File: src/rtl/tlb_exp_commit_pkg.sv
// Shared exception codes, FSM state encodings and the CSR update bundle type
// for the commit-end TLB/address exception sequencer.
package tlb_exp_commit_pkg;

  localparam logic [5:0] ECODE_PIL  = 6'h01;
  localparam logic [5:0] ECODE_PIS  = 6'h02;
  localparam logic [5:0] ECODE_PIF  = 6'h03;
  localparam logic [5:0] ECODE_PME  = 6'h04;
  localparam logic [5:0] ECODE_PPI  = 6'h07;
  localparam logic [5:0] ECODE_ADE  = 6'h08;
  localparam logic [5:0] ECODE_TLBR = 6'h3F;

  // Full 7-bit codes as produced upstream: {Ecode, EsubCode bit}.
  // A TLBR carrying code bit 1 marks a refill raised by instruction fetch.
  localparam logic [6:0] EXP_PIL    = {ECODE_PIL,  1'b0};
  localparam logic [6:0] EXP_PIS    = {ECODE_PIS,  1'b0};
  localparam logic [6:0] EXP_PIF    = {ECODE_PIF,  1'b0};
  localparam logic [6:0] EXP_PME    = {ECODE_PME,  1'b0};
  localparam logic [6:0] EXP_PPI    = {ECODE_PPI,  1'b0};
  localparam logic [6:0] EXP_ADEF   = {ECODE_ADE,  1'b0};
  localparam logic [6:0] EXP_ADEM   = {ECODE_ADE,  1'b1};
  localparam logic [6:0] EXP_TLBR   = {ECODE_TLBR, 1'b0};
  localparam logic [6:0] EXP_TLBR_F = {ECODE_TLBR, 1'b1};

  localparam logic [1:0] ST_IDLE  = 2'd0;
  localparam logic [1:0] ST_FLUSH = 2'd1;
  localparam logic [1:0] ST_REDIR = 2'd2;

  typedef struct packed {
    logic [5:0]  ecode;
    logic [8:0]  esub;
    logic [31:0] era;
    logic        badv_we;
    logic [31:0] badv;
    logic        tlbr;
  } exp_bundle_t;

  function automatic logic badv_updates(input logic [6:0] code);
    return (code == EXP_ADEF) ||
           (code[6:1] == ECODE_TLBR) || (code[6:1] == ECODE_PIL) ||
           (code[6:1] == ECODE_PIS)  || (code[6:1] == ECODE_PIF) ||
           (code[6:1] == ECODE_PME)  || (code[6:1] == ECODE_PPI);
  endfunction

  function automatic logic badv_from_pc(input logic [6:0] code);
    return (code == EXP_ADEF) || (code[6:1] == ECODE_PIF) || (code == EXP_TLBR_F);
  endfunction

endpackage

File: src/rtl/tlb_exp_commit_if.sv
// Commit-side bundle: per-slot exception inputs, CSR state, CSR update outputs
// and the front-end redirect handshake.
interface tlb_exp_commit_if;
  logic        cmt_valid0, cmt_valid1;
  logic [6:0]  exception0, exception1;
  logic        exp_flag0, exp_flag1;
  logic [31:0] pc0, pc1;
  logic [31:0] vaddr0, vaddr1;
  logic        ertn_i;
  logic [1:0]  crmd_plv_i;
  logic        crmd_ie_i;
  logic [1:0]  prmd_pplv_i;
  logic        prmd_pie_i;
  logic [31:0] era_i;
  logic [31:0] eentry_i;
  logic [31:0] tlbrentry_i;

  logic        csr_we_o;
  logic [5:0]  csr_ecode_o;
  logic [8:0]  csr_esub_o;
  logic [31:0] csr_era_o;
  logic        csr_badv_we_o;
  logic [31:0] csr_badv_o;
  logic        csr_tlbr_o;
  logic        csr_ertn_o;
  logic        flush_o;
  logic        redirect_valid_o;
  logic [31:0] redirect_pc_o;
  logic        redirect_ready_i;
  logic        busy_o;

  modport master (
    output cmt_valid0, cmt_valid1, exception0, exception1, exp_flag0, exp_flag1,
           pc0, pc1, vaddr0, vaddr1, ertn_i, crmd_plv_i, crmd_ie_i,
           prmd_pplv_i, prmd_pie_i, era_i, eentry_i, tlbrentry_i, redirect_ready_i,
    input  csr_we_o, csr_ecode_o, csr_esub_o, csr_era_o, csr_badv_we_o, csr_badv_o,
           csr_tlbr_o, csr_ertn_o, flush_o, redirect_valid_o, redirect_pc_o, busy_o
  );

  modport slave (
    input  cmt_valid0, cmt_valid1, exception0, exception1, exp_flag0, exp_flag1,
           pc0, pc1, vaddr0, vaddr1, ertn_i, crmd_plv_i, crmd_ie_i,
           prmd_pplv_i, prmd_pie_i, era_i, eentry_i, tlbrentry_i, redirect_ready_i,
    output csr_we_o, csr_ecode_o, csr_esub_o, csr_era_o, csr_badv_we_o, csr_badv_o,
           csr_tlbr_o, csr_ertn_o, flush_o, redirect_valid_o, redirect_pc_o, busy_o
  );
endinterface

File: src/rtl/tlb_exp_commit_exp_slot_sel.sv
// Combinational oldest-slot selection and decode of the excepting slot into
// the CSR update bundle (Ecode/EsubCode, ERA, BADV source).
module exp_slot_sel
  import tlb_exp_commit_pkg::*;
(
  input  logic        cmt_valid0,
  input  logic        cmt_valid1,
  input  logic        exp_flag0,
  input  logic        exp_flag1,
  input  logic [6:0]  exception0,
  input  logic [6:0]  exception1,
  input  logic [31:0] pc0,
  input  logic [31:0] pc1,
  input  logic [31:0] vaddr0,
  input  logic [31:0] vaddr1,
  output logic        exp_valid,
  output exp_bundle_t bundle
);

  logic        take0;
  logic [6:0]  code;
  logic [31:0] pc;
  logic [31:0] vaddr;

  // Slot 0 is older, so it always wins when both slots except.
  always_comb begin
    take0     = cmt_valid0 & exp_flag0;
    exp_valid = take0 | (cmt_valid1 & exp_flag1);
    code      = take0 ? exception0 : exception1;
    pc        = take0 ? pc0 : pc1;
    vaddr     = take0 ? vaddr0 : vaddr1;

    bundle         = '0;
    bundle.ecode   = code[6:1];
    bundle.esub    = {8'd0, code[0]};
    bundle.era     = pc;
    bundle.badv_we = badv_updates(code);
    bundle.badv    = badv_from_pc(code) ? pc : vaddr;
    bundle.tlbr    = (code[6:1] == ECODE_TLBR);
  end

endmodule

File: src/rtl/tlb_exp_commit.sv
// Commit-end exception/ERTN sequencer: CSR bundle strobe, flush, then redirect.
// Optional TLBR commit counter enabled by defining TLB_EXP_CNT_EN.
module tlb_exp_commit
  import tlb_exp_commit_pkg::*;
#(
  parameter int unsigned FLUSH_CYCLES = 2
)(
  input  logic         clk,
  input  logic         aresetn,
  tlb_exp_commit_if.slave cmt
`ifdef TLB_EXP_CNT_EN
  ,
  output logic [31:0]  tlbr_cnt_o
`endif
);

  logic [1:0]  state;
  logic [3:0]  flush_cnt;
  logic        csr_we;
  logic        ertn_q;
  logic [31:0] target_q;
  exp_bundle_t bundle_q;

  logic        exp_valid;
  exp_bundle_t sel_bundle;
  logic        ertn_take;
  logic        take_event;

  exp_slot_sel u_sel (
    .cmt_valid0 (cmt.cmt_valid0),
    .cmt_valid1 (cmt.cmt_valid1),
    .exp_flag0  (cmt.exp_flag0),
    .exp_flag1  (cmt.exp_flag1),
    .exception0 (cmt.exception0),
    .exception1 (cmt.exception1),
    .pc0        (cmt.pc0),
    .pc1        (cmt.pc1),
    .vaddr0     (cmt.vaddr0),
    .vaddr1     (cmt.vaddr1),
    .exp_valid  (exp_valid),
    .bundle     (sel_bundle)
  );

  // ERTN outranks a younger slot-1 exception but yields to one in slot 0.
  assign ertn_take  = cmt.cmt_valid0 & cmt.ertn_i & ~cmt.exp_flag0;
  assign take_event = (state == ST_IDLE) & (exp_valid | ertn_take);

  always_ff @(posedge clk) begin
    if (!aresetn) begin
      state     <= ST_IDLE;
      flush_cnt <= '0;
      csr_we    <= 1'b0;
      ertn_q    <= 1'b0;
      target_q  <= '0;
      bundle_q  <= '0;
    end else begin
      csr_we <= 1'b0;
      case (state)
        ST_IDLE: begin
          if (take_event) begin
            csr_we    <= 1'b1;
            state     <= ST_FLUSH;
            flush_cnt <= 4'(FLUSH_CYCLES - 1);
            if (ertn_take) begin
              bundle_q <= '0;
              ertn_q   <= 1'b1;
              target_q <= cmt.era_i;
            end else begin
              bundle_q <= sel_bundle;
              ertn_q   <= 1'b0;
              target_q <= sel_bundle.tlbr ? cmt.tlbrentry_i : cmt.eentry_i;
            end
          end
        end
        ST_FLUSH: begin
          if (flush_cnt == 4'd0) state <= ST_REDIR;
          else                   flush_cnt <= flush_cnt - 4'd1;
        end
        ST_REDIR: begin
          if (cmt.redirect_ready_i) state <= ST_IDLE;
        end
        default: state <= ST_IDLE;
      endcase
    end
  end

  assign cmt.csr_we_o         = csr_we;
  assign cmt.csr_ecode_o      = bundle_q.ecode;
  assign cmt.csr_esub_o       = bundle_q.esub;
  assign cmt.csr_era_o        = bundle_q.era;
  assign cmt.csr_badv_we_o    = bundle_q.badv_we;
  assign cmt.csr_badv_o       = bundle_q.badv;
  assign cmt.csr_tlbr_o       = bundle_q.tlbr;
  assign cmt.csr_ertn_o       = ertn_q;
  assign cmt.flush_o          = (state == ST_FLUSH);
  assign cmt.redirect_valid_o = (state == ST_REDIR);
  assign cmt.redirect_pc_o    = target_q;
  assign cmt.busy_o           = (state != ST_IDLE);

`ifdef TLB_EXP_CNT_EN
  always_ff @(posedge clk) begin
    if (!aresetn)
      tlbr_cnt_o <= '0;
    else if (take_event && !ertn_take && sel_bundle.tlbr)
      tlbr_cnt_o <= tlbr_cnt_o + 32'd1;
  end
`endif

endmodule

File: src/flat_wrapper.sv
// flat-port wrapper written by rule: the top's interface ports become plain ports
module tlb_exp_commit_flat import tlb_exp_commit_pkg::*;
#(
  parameter int unsigned FLUSH_CYCLES = 2
)
  (clk, aresetn, cmt_cmt_valid0, cmt_cmt_valid1, cmt_exception0, cmt_exception1, cmt_exp_flag0, cmt_exp_flag1, cmt_pc0, cmt_pc1, cmt_vaddr0, cmt_vaddr1, cmt_ertn_i, cmt_crmd_plv_i, cmt_crmd_ie_i, cmt_prmd_pplv_i, cmt_prmd_pie_i, cmt_era_i, cmt_eentry_i, cmt_tlbrentry_i, cmt_redirect_ready_i, cmt_csr_we_o, cmt_csr_ecode_o, cmt_csr_esub_o, cmt_csr_era_o, cmt_csr_badv_we_o, cmt_csr_badv_o, cmt_csr_tlbr_o, cmt_csr_ertn_o, cmt_flush_o, cmt_redirect_valid_o, cmt_redirect_pc_o, cmt_busy_o);
  tlb_exp_commit_if cmt_i ();
  input  logic clk;
  input  logic aresetn;
  input wire logic [$bits(cmt_i.cmt_valid0)-1:0] cmt_cmt_valid0;
  input wire logic [$bits(cmt_i.cmt_valid1)-1:0] cmt_cmt_valid1;
  input wire logic [$bits(cmt_i.exception0)-1:0] cmt_exception0;
  input wire logic [$bits(cmt_i.exception1)-1:0] cmt_exception1;
  input wire logic [$bits(cmt_i.exp_flag0)-1:0] cmt_exp_flag0;
  input wire logic [$bits(cmt_i.exp_flag1)-1:0] cmt_exp_flag1;
  input wire logic [$bits(cmt_i.pc0)-1:0] cmt_pc0;
  input wire logic [$bits(cmt_i.pc1)-1:0] cmt_pc1;
  input wire logic [$bits(cmt_i.vaddr0)-1:0] cmt_vaddr0;
  input wire logic [$bits(cmt_i.vaddr1)-1:0] cmt_vaddr1;
  input wire logic [$bits(cmt_i.ertn_i)-1:0] cmt_ertn_i;
  input wire logic [$bits(cmt_i.crmd_plv_i)-1:0] cmt_crmd_plv_i;
  input wire logic [$bits(cmt_i.crmd_ie_i)-1:0] cmt_crmd_ie_i;
  input wire logic [$bits(cmt_i.prmd_pplv_i)-1:0] cmt_prmd_pplv_i;
  input wire logic [$bits(cmt_i.prmd_pie_i)-1:0] cmt_prmd_pie_i;
  input wire logic [$bits(cmt_i.era_i)-1:0] cmt_era_i;
  input wire logic [$bits(cmt_i.eentry_i)-1:0] cmt_eentry_i;
  input wire logic [$bits(cmt_i.tlbrentry_i)-1:0] cmt_tlbrentry_i;
  input wire logic [$bits(cmt_i.redirect_ready_i)-1:0] cmt_redirect_ready_i;
  output wire logic [$bits(cmt_i.csr_we_o)-1:0] cmt_csr_we_o;
  output wire logic [$bits(cmt_i.csr_ecode_o)-1:0] cmt_csr_ecode_o;
  output wire logic [$bits(cmt_i.csr_esub_o)-1:0] cmt_csr_esub_o;
  output wire logic [$bits(cmt_i.csr_era_o)-1:0] cmt_csr_era_o;
  output wire logic [$bits(cmt_i.csr_badv_we_o)-1:0] cmt_csr_badv_we_o;
  output wire logic [$bits(cmt_i.csr_badv_o)-1:0] cmt_csr_badv_o;
  output wire logic [$bits(cmt_i.csr_tlbr_o)-1:0] cmt_csr_tlbr_o;
  output wire logic [$bits(cmt_i.csr_ertn_o)-1:0] cmt_csr_ertn_o;
  output wire logic [$bits(cmt_i.flush_o)-1:0] cmt_flush_o;
  output wire logic [$bits(cmt_i.redirect_valid_o)-1:0] cmt_redirect_valid_o;
  output wire logic [$bits(cmt_i.redirect_pc_o)-1:0] cmt_redirect_pc_o;
  output wire logic [$bits(cmt_i.busy_o)-1:0] cmt_busy_o;
  assign cmt_i.cmt_valid0 = cmt_cmt_valid0;
  assign cmt_i.cmt_valid1 = cmt_cmt_valid1;
  assign cmt_i.exception0 = cmt_exception0;
  assign cmt_i.exception1 = cmt_exception1;
  assign cmt_i.exp_flag0 = cmt_exp_flag0;
  assign cmt_i.exp_flag1 = cmt_exp_flag1;
  assign cmt_i.pc0 = cmt_pc0;
  assign cmt_i.pc1 = cmt_pc1;
  assign cmt_i.vaddr0 = cmt_vaddr0;
  assign cmt_i.vaddr1 = cmt_vaddr1;
  assign cmt_i.ertn_i = cmt_ertn_i;
  assign cmt_i.crmd_plv_i = cmt_crmd_plv_i;
  assign cmt_i.crmd_ie_i = cmt_crmd_ie_i;
  assign cmt_i.prmd_pplv_i = cmt_prmd_pplv_i;
  assign cmt_i.prmd_pie_i = cmt_prmd_pie_i;
  assign cmt_i.era_i = cmt_era_i;
  assign cmt_i.eentry_i = cmt_eentry_i;
  assign cmt_i.tlbrentry_i = cmt_tlbrentry_i;
  assign cmt_i.redirect_ready_i = cmt_redirect_ready_i;
  assign cmt_csr_we_o = cmt_i.csr_we_o;
  assign cmt_csr_ecode_o = cmt_i.csr_ecode_o;
  assign cmt_csr_esub_o = cmt_i.csr_esub_o;
  assign cmt_csr_era_o = cmt_i.csr_era_o;
  assign cmt_csr_badv_we_o = cmt_i.csr_badv_we_o;
  assign cmt_csr_badv_o = cmt_i.csr_badv_o;
  assign cmt_csr_tlbr_o = cmt_i.csr_tlbr_o;
  assign cmt_csr_ertn_o = cmt_i.csr_ertn_o;
  assign cmt_flush_o = cmt_i.flush_o;
  assign cmt_redirect_valid_o = cmt_i.redirect_valid_o;
  assign cmt_redirect_pc_o = cmt_i.redirect_pc_o;
  assign cmt_busy_o = cmt_i.busy_o;
  tlb_exp_commit #(.FLUSH_CYCLES(FLUSH_CYCLES)) u_core (.clk(clk), .aresetn(aresetn), .cmt(cmt_i));
endmodule
File: config.mk
export PLATFORM = sky130hd
export DESIGN_NAME = tlb_exp_commit_flat
export DESIGN_NICKNAME = d
export VERILOG_FILES = /design/src/rtl/tlb_exp_commit_pkg.sv /design/src/rtl/tlb_exp_commit_if.sv /design/src/rtl/tlb_exp_commit_exp_slot_sel.sv /design/src/rtl/tlb_exp_commit.sv /design/src/flat_wrapper.sv
export SDC_FILE = /design/constraint.sdc
export NUM_CORES = 1
export LEC_CHECK = 0
export ABC_AREA = 1
export CAP_MARGIN = 20
export CORE_AREA = 2 2 144 146
export CTS_CLUSTER_DIAMETER = 30
export DETAILED_ROUTE_END_ITERATION = 8
export DIE_AREA = 0 0 146 148
export MAX_ROUTING_LAYER = met4
export PLACE_DENSITY = 0.69
export SYNTH_ARGS = -nofsm -noshare
export SYNTH_HDL_FRONTEND = slang
export SYNTH_SLANG_ARGS = --single-unit
export TNS_END_PERCENT = 1
File: constraint.sdc
create_clock -name clk -period 1.6 [get_ports clk]
set_input_delay 0.16 -clock clk [delete_from_list [all_inputs] [get_ports clk]]
set_output_delay 0.16 -clock clk [all_outputs]
set_load 0.005 [all_outputs]
==> results of run 1 <==
[through the flow]
step	worst slack [ps]	std cells	util [%]	hold slack, ps	power [W]
after floorplan	206.3	906	-	301.2	0.004407
after global placement	-582.0	1515	51.92	437.1	0.006106
after detailed placement	-609.6	1515	51.92	439.6	0.006133
after CTS	41.38	1547	54.79	365.2	0.009927
after global routing	-45.01	1552	54.86	395.8	0.01032
final	81.98	1552	54.86	386.1	0.009811
[cell usage in the layout, fill, tap and decap left out, drive strengths merged]
cell / synthesis / final
clkdlybuf4s50: 0 / 350
nand2: 250 / 250
inv: 124 / 125
dfxtp: 113 / 113
nand3: 84 / 84
o21ai: 69 / 69
mux2i: 64 / 64
buf: 52 / 50
a21oi: 37 / 37
nand4: 35 / 35
nand3b: 32 / 32
clkbuf: 14 / 21
nor2: 13 / 13
conb: 1 / 8
clkinv: 1 / 6
diode: 0 / 5
clkinvlp: 0 / 4
dlygate4sd2: 0 / 4
nor3: 3 / 3
o31ai: 3 / 3
bufinv: 0 / 2
or2: 1 / 1
o211ai: 1 / 1
a22o: 1 / 1
ha: 1 / 1
[layout make-up]
cell class                      instances  area, um2  share of cell area (%)
Antenna cell                            5      12.51                  0.1138
Clock buffer                           20      446.7                   4.063
Clock inverter                         12      135.1                   1.229
Inverter                              125      469.2                   4.268
Multi-Input combinational cell        602       3236                   29.43
Sequential cell                       113       2262                   20.58
Tap cell                              270      337.8                   3.073
Timing Repair Buffer                  405       4094                   37.24
[power groups by stage]
stage / sequential (W) / combinational [W] / clock [W]
after floorplan: 0.00338 / 0.00103 / 0
after global placement: 0.00336 / 0.00274 / 0
after detailed placement: 0.00337 / 0.00276 / 0
after CTS: 0.00331 / 0.00277 / 0.00384
after global routing: 0.00335 / 0.00299 / 0.00397
final: 0.00332 / 0.00275 / 0.00375
[kinds of logic after synthesis]
| kind of cell | count (synthesis) | synth area share, % |
|---|---|---|
| AOI/OAI and AO/OA | 111 | 9.044 |
| other | 1 | 0.05957 |
| adders and majority gates | 1 | 0.1987 |
| muxes | 64 | 10.18 |
| DFF | 113 | 35.94 |
| buffers and inverters | 191 | 13.24 |
| and+or+nand+nor | 418 | 31.35 |
[sequential cells by signal, indices dropped and copies added, names as in the netlist]
| signal | count |
|---|---|
| u_core.cmt.csr_we_o | 1 |
| u_core.cmt.csr_badv_we_o | 1 |
| u_core.cmt.csr_tlbr_o | 1 |
| u_core.cmt.csr_esub_o | 1 |
| u_core.cmt.redirect_pc_o | 32 |
| u_core.cmt.csr_ecode_o | 6 |
| u_core.flush_cnt | 4 |
| u_core.cmt.csr_ertn_o | 1 |
| u_core.cmt.csr_badv_o | 32 |
| u_core.state | 2 |
| u_core.cmt.csr_era_o | 32 |
[metal layers]
metal	share of wire (%)	track usage, %	vias up	routed length (um)
met1	40	25.80	3234	9902
met4	1.8	7.816	0	449
met3	8.1	7.160	35	2000
li1	-	-	3624	-
met5	0	-	-	0
met2	50	38.96	332	12430
[worst max-delay path by stage]
stage	endpoint	slack, ps	cells past startpoint
global route	u_core.cmt.redirect_pc_o[26]	-50	11
detailed placement	u_core.cmt.redirect_pc_o[27]	-610	11
floorplan	u_core.cmt.csr_badv_o[10]	210	8
finish	u_core.flush_cnt[0]	80	9
CTS	u_core.cmt.redirect_pc_o[27]	40	10
global placement	u_core.cmt.redirect_pc_o[22]	-580	11
[worst max-delay path: stages (launching register included)]
cell and delay (ps):
dfxtp_1 310, inv_1 90, ha_1 200, inv_1 80
o31ai_2 240, nand2_1 150, inv_1 150, nand2_1 70
o211ai_1 80, inv_1 50
[synthesized netlist by cell type, types with 2 or more instances]
library cell / count / area (um2)
nor2_4: 4 / 45.04
inv_1: 121 / 454.2
nand2_4: 2 / 22.52
nor2_1: 8 / 30.03
nand3_1: 81 / 405.4
nand3_2: 2 / 20.02
nand4_1: 35 / 219.0
mux2i_1: 64 / 640.6
clkbuf_1: 14 / 52.55
dfxtp_1: 113 / 2262
inv_2: 3 / 11.26
o31ai_1: 3 / 22.52
o21ai_0: 69 / 345.3
buf_6: 3 / 33.78
buf_4: 13 / 97.59
nand2_2: 6 / 37.54
nand3b_1: 32 / 240.2
a21oi_1: 37 / 185.2
nor3_1: 3 / 15.01
nand2_1: 242 / 908.4
buf_2: 36 / 180.2
[repair_timing]
action / CTS / global route
pin swaps: 1 / 1
setup endpoints to repair: 108 / 58
cloned: 0 / 0
hold endpoints to repair: 0 / 0
hold buffers: 0 / 0
resized for setup: 5 / 3
==> metrics, run 1 <==
cell area after synthesis ~6300 um2; pin count of the biggest net entering global routing 47; routed wire length about 25 mm; Pint 0.007063 W; fin crit share a little over nine tenths; TritonCTS clock tree yes; FF-to-FF Start u_core.flush_cnt[0]; Total Routing Usage GR 22.99%; Final Max Tran Viols 0; final setup vio count 0; asr flop ratio synth 0%; Peak supply drop roughly 0.00069 V; Post-Route Setup TNS 0 ps; Comb pwr share approximately 28%; layout cells sized above 1 about 8.1%; CTS Buffer Depth 2; worst hold path startpoint cmt_eentry_i[2]; DR vias 7225; Worst setup EP type flip-flop; drt first pass iters 4; Final Skew ~6.3 ps; Num CTS Buffers 17; Hold Crit Depth 5; Max Clk Rate between 600 and 700 MHz; critical path class reg2reg; status completed; post-route ant nets 0; Final Hold Violating Endpoints 0; Final Critical Period ~1500 ps; Hold Crit Endpoint u_core.cmt.redirect_pc_o[2]; unrepaired setup endpoints after global routing true; reg2reg setup slack 80 ps; DRC errors left 0; sequential area share after synthesis a little over a third; Root Buffer clkbuf_16; Detailed Place HPWL 19.03 mm; Net Sw Power between 0.002 and 0.003 W; DR iter-0 viols 289; H-tree levels 4; Cell variety after synth 29; Die H around 150 um; number of port buffers roughly 360; vias in the first global route roughly 7000; post-route cell area approximately 11000 um2; switching share of power around 28%; Vias/cell 4.655; placed cell areas roughly 10000 um2; FP Rows between 50 and 60; area delta synth->final 74.64%; Post-synth EDFFs 0; clock network power share between 30% and 40%; fillers around 2000; Max Cap Viol 0; CTS Sinks 113; cells after synthesis ~900; first-pass GRT wire length roughly 38 mm; antenna violations before repair 5; R2R cell count 9; CP required ~1900 ps; Worst Setup SP u_core.flush_cnt[0]; Tightest Hold Check Type in2reg; Setup Fix Bufs, Post-CTS 0; total die area ~22000 um2; sequential share of power between 30% and 40%; maximum fanout along the worst path 4; #FFs+latches synth 113; GP Congestion between 0.8 and 0.9; Most used DFF post-synth dfxtp_1; clk slew on worst S/H paths approximately 60 ps; Mapped Avg Cell Area 7.002 um2; Core Region ~20000 um2; num ports 370; wire per inst ~16 um; Ys Warns 0; WP data arrival approximately 1800 ps; Worst setup SP type flip-flop; Lkg Pwr about 5 nW; die width 146 um; Final nets approximately 1500; Worst-Skew Late Latency about 420 ps; Crit Reg-Reg Endpoint u_core.flush_cnt[0]; Initial Util between 30% and 40%; total global routing overflow 0; pwr dens a little under 900 nW/um2
Note: power is estimated with default switching activity, not from simulation.
==> run 2, diff against run 1 <==
--- a/config.mk
+++ b/config.mk
@@ -7,13 +7,14 @@
 export LEC_CHECK = 0
 export ABC_AREA = 1
 export CAP_MARGIN = 20
-export CORE_AREA = 2 2 144 146
+export CORE_AREA = 2 2 145 147
 export CTS_CLUSTER_DIAMETER = 30
 export DETAILED_ROUTE_END_ITERATION = 8
-export DIE_AREA = 0 0 146 148
+export DIE_AREA = 0 0 147 149
 export MAX_ROUTING_LAYER = met4
-export PLACE_DENSITY = 0.69
+export PLACE_DENSITY = 0.73
 export SYNTH_ARGS = -nofsm -noshare
 export SYNTH_HDL_FRONTEND = slang
+export SYNTH_HIERARCHICAL = 1
 export SYNTH_SLANG_ARGS = --single-unit
 export TNS_END_PERCENT = 1
==> run 2 against run 1 <==
Against the previous run: hold slack lost 240 ps; core utilization grew 5.8 points; count of clock-buffer cells in the layout is 1 lower; clock power increased by 11%; sequential share of layout area fell by 1.1 points; cell count grew 9.7%; critical path type is now in2reg; critical endpoint is now u_core/cmt.csr_badv_o[14]; largest cell class unchanged; highest routed layer unchanged.
==> metrics, run 2 <==
status completed; WP data arrival 1850 ps; largest family of logic cells by synthesized area simple AND/OR/NAND/NOR gates; cell taking the most area after synthesis dfxtp_1; Final Hold Violating Endpoints 0; drt first pass iters 5; Worst Setup SP cmt_exception0[3]; Max Clk Rate approximately 650 MHz; most common cell after layout, fill and taps aside nand2_1; pwr dens 879.1 nW/um2; asr flop ratio synth 0%; clk slew on worst S/H paths roughly 60 ps; antenna violations before repair 0; maximum fanout along the worst path 12; FF-to-FF Start u_core/state[0]; mux contribution to synthesized area between 9 and 10%; Post-synth EDFFs 0; Vias/cell about 4.8; Worst-Skew Late Latency just over 400 ps; cells after synthesis between 1000 and 1500; commonest cells after routing, fill and taps aside nand2_1, clkdlybuf4s50_1, dfxtp_1; post-route ant nets 0; Crit path max-delay family buffers and inverters; Final Critical Period about 1500 ps; fillers 1875; Peak supply drop about 0.00064 V; Core Region 20560 um2; Worst setup EP type flip-flop; wire per inst 16.64 um; layout cells sized above 1 20.10%; DR iter-0 viols just over 400; Tightest Hold Check Type in2reg; cell area after synthesis 7303 um2; # hold bufs at CTS 0; Post-Synth Adder-Cell Area less than 1%; first-pass GRT wire length ~42 mm; CP max-delay cell clkdlybuf4s50_1; multi-input combinational cell area 4207 um2; Final nets 1669; num ports between 300 and 400; Mapped Avg Cell Area ~7.1 um2; CP required between 1500 and 2000 ps; CP max stage delay ~480 ps; number of port buffers 363; routed wire length approximately 28 mm; area delta synth->final 70.69%; Root Buffer clkbuf_16; GP Congestion ~0.89; Post-Route Setup TNS 0 ps; #FFs+latches synth ~120; unrepaired setup endpoints after global routing true; CTS Sinks between 100 and 150; final setup vio count 0; Post-Synth Simple-Gate Area 31.76%; die width around 150 um; Final Skew just over 8 ps; Synth Area in XOR/XNOR 0.1199%; post-route cell area 12470 um2; Cell variety after synth 25; DRC errors left 0; pin count of the biggest net entering global routing 64; CTS Buffer Depth 2; Ys Warns 6; placed cell areas between 10000 and 15000 um2; crit path cell chain clkdlybuf4s50_1 > nand3_1 > nand2_2 > nand2_1 > nor2_1 > nand2_2 > buf_4 > buf_12 > nand4_1 > nand2_1 > nand2_1 > o21ai_2; critical path class in2reg; Final Hold Slack roughly 150 ps; vias in the first global route about 8000; H-tree levels 4; worst hold path startpoint aresetn; Num CTS Buffers 17; Detailed Place HPWL about 20 mm; Final Max Tran Viols 0; DR vias about 8000; sequential area share after synthesis about a third; top-count cell post-synth nand2_1; register area roughly 2400 um2; Compound-Gate Fraction of Synth Area approximately 14%; critical path's most frequent cell nand2_1; total die area between 20000 and 25000 um2; Max Cap Viol 0; Initial Util a little over a third; fin crit share 96.18%; largest cells by area after synthesis dfxtp_1, nand2_1, mux2_2; Util after Layout slightly above 60%; FP Rows 53; top-area cell type share of the netlist area between 30% and 40%; Worst setup SP type primary input; total global routing overflow 0; Ant. Diodes 0; Lkg Pwr 5.484 nW; Crit path buffers/inverters 3; Total Routing Usage GR 24.73%; Most used DFF post-synth dfxtp_1; Die H between 100 and 150 um; TritonCTS clock tree yes; Commonest cells post-synth nand2_1, dfxtp_1, nand3_1, o21ai_2, mux2_2
==> run 2: cell types whose count changed in the layout (fill, tap and decap cells not counted), sizes merged, moves of 5 or more <==
cell,before,now
buf,50,80
dfxtp,113,121
diode,5,0
dlymetal6s2s,0,10
inv,125,58
mux2,0,64
mux2i,64,0
nand2,250,391
nand3,84,102
nand3b,32,0
nor2,13,20
o21ai,69,114
==> run 2: routing by layer <==
layer | part of all wire, % | GRT usage (%) | wire [um]
met1 | 39 | 28.13 | 11080
met2 | 50 | 42.68 | 14200
met3 | 9.2 | 7.339 | 2597
met4 | 1.7 | 6.635 | 469
met5 | 0 | - | 0
==> run 2: logic make-up (layout without fill, tap and decap cells) <==
kind of cell    after synthesis  after routing
compound gates              149            149
xor+xnor                      1              1
fa+ha+maj                     2              2
buf+inv                     145            534
flops                       121            121
mux                          64             64
other cells                   1              8
simple gates                549            549
==> run 2: timing repair <==
action	4_1_cts	5_1_grt
buffers inserted	0	5
endpoints found under the setup margin	87	68
resized for setup	6	34
pin swaps	0	12
gates cloned	0	6
==> run 2: worst min-delay path, stage by stage <==
cell and delay [ps]:
buf_4 210, nand2_1 100, a21oi_1 30
==> run 2: path summary, 6_finish.rpt <==
path,depth (start not counted),end,slack (ps)
worst max-delay path,12,u_core/cmt.csr_badv_o[14],60
worst min register to register,2,u_core/cmt.csr_ertn_o,460
worst max register to register,7,u_core/cmt.csr_esub_o[0],260
worst min-delay path,3,u_core/flush_cnt[0],150
==> run 2: power breakdown <==
group	internal, W	switching, W	total (W)
Clock	0.00270	0.00148	0.00418
Combinational	0.00181	0.00144	0.00325
Sequential	0.00335	0.000181	0.00353
==> run 2: metrics by stage <==
step / setup WS, ps / total power [W] / instances
CTS: -82.60 / 0.01101 / 1692
floorplan: 12.74 / 0.005009 / 1039
global placement: -678.2 / 0.006756 / 1660
finish: 61.08 / 0.01096 / 1703
detailed placement: -677.8 / 0.006794 / 1660
global route: -50.06 / 0.01151 / 1703
==> run 2: area by class of cell <==
class | instances | share of cell area [%]
Timing Repair Buffer | 445 | 37.12
Multi-Input combinational cell | 773 | 33.74
Sequential cell | 121 | 19.47
Clock inverter | 13 | 1.536
Tap cell | 275 | 2.760
Clock buffer | 19 | 3.633
Inverter | 57 | 1.736
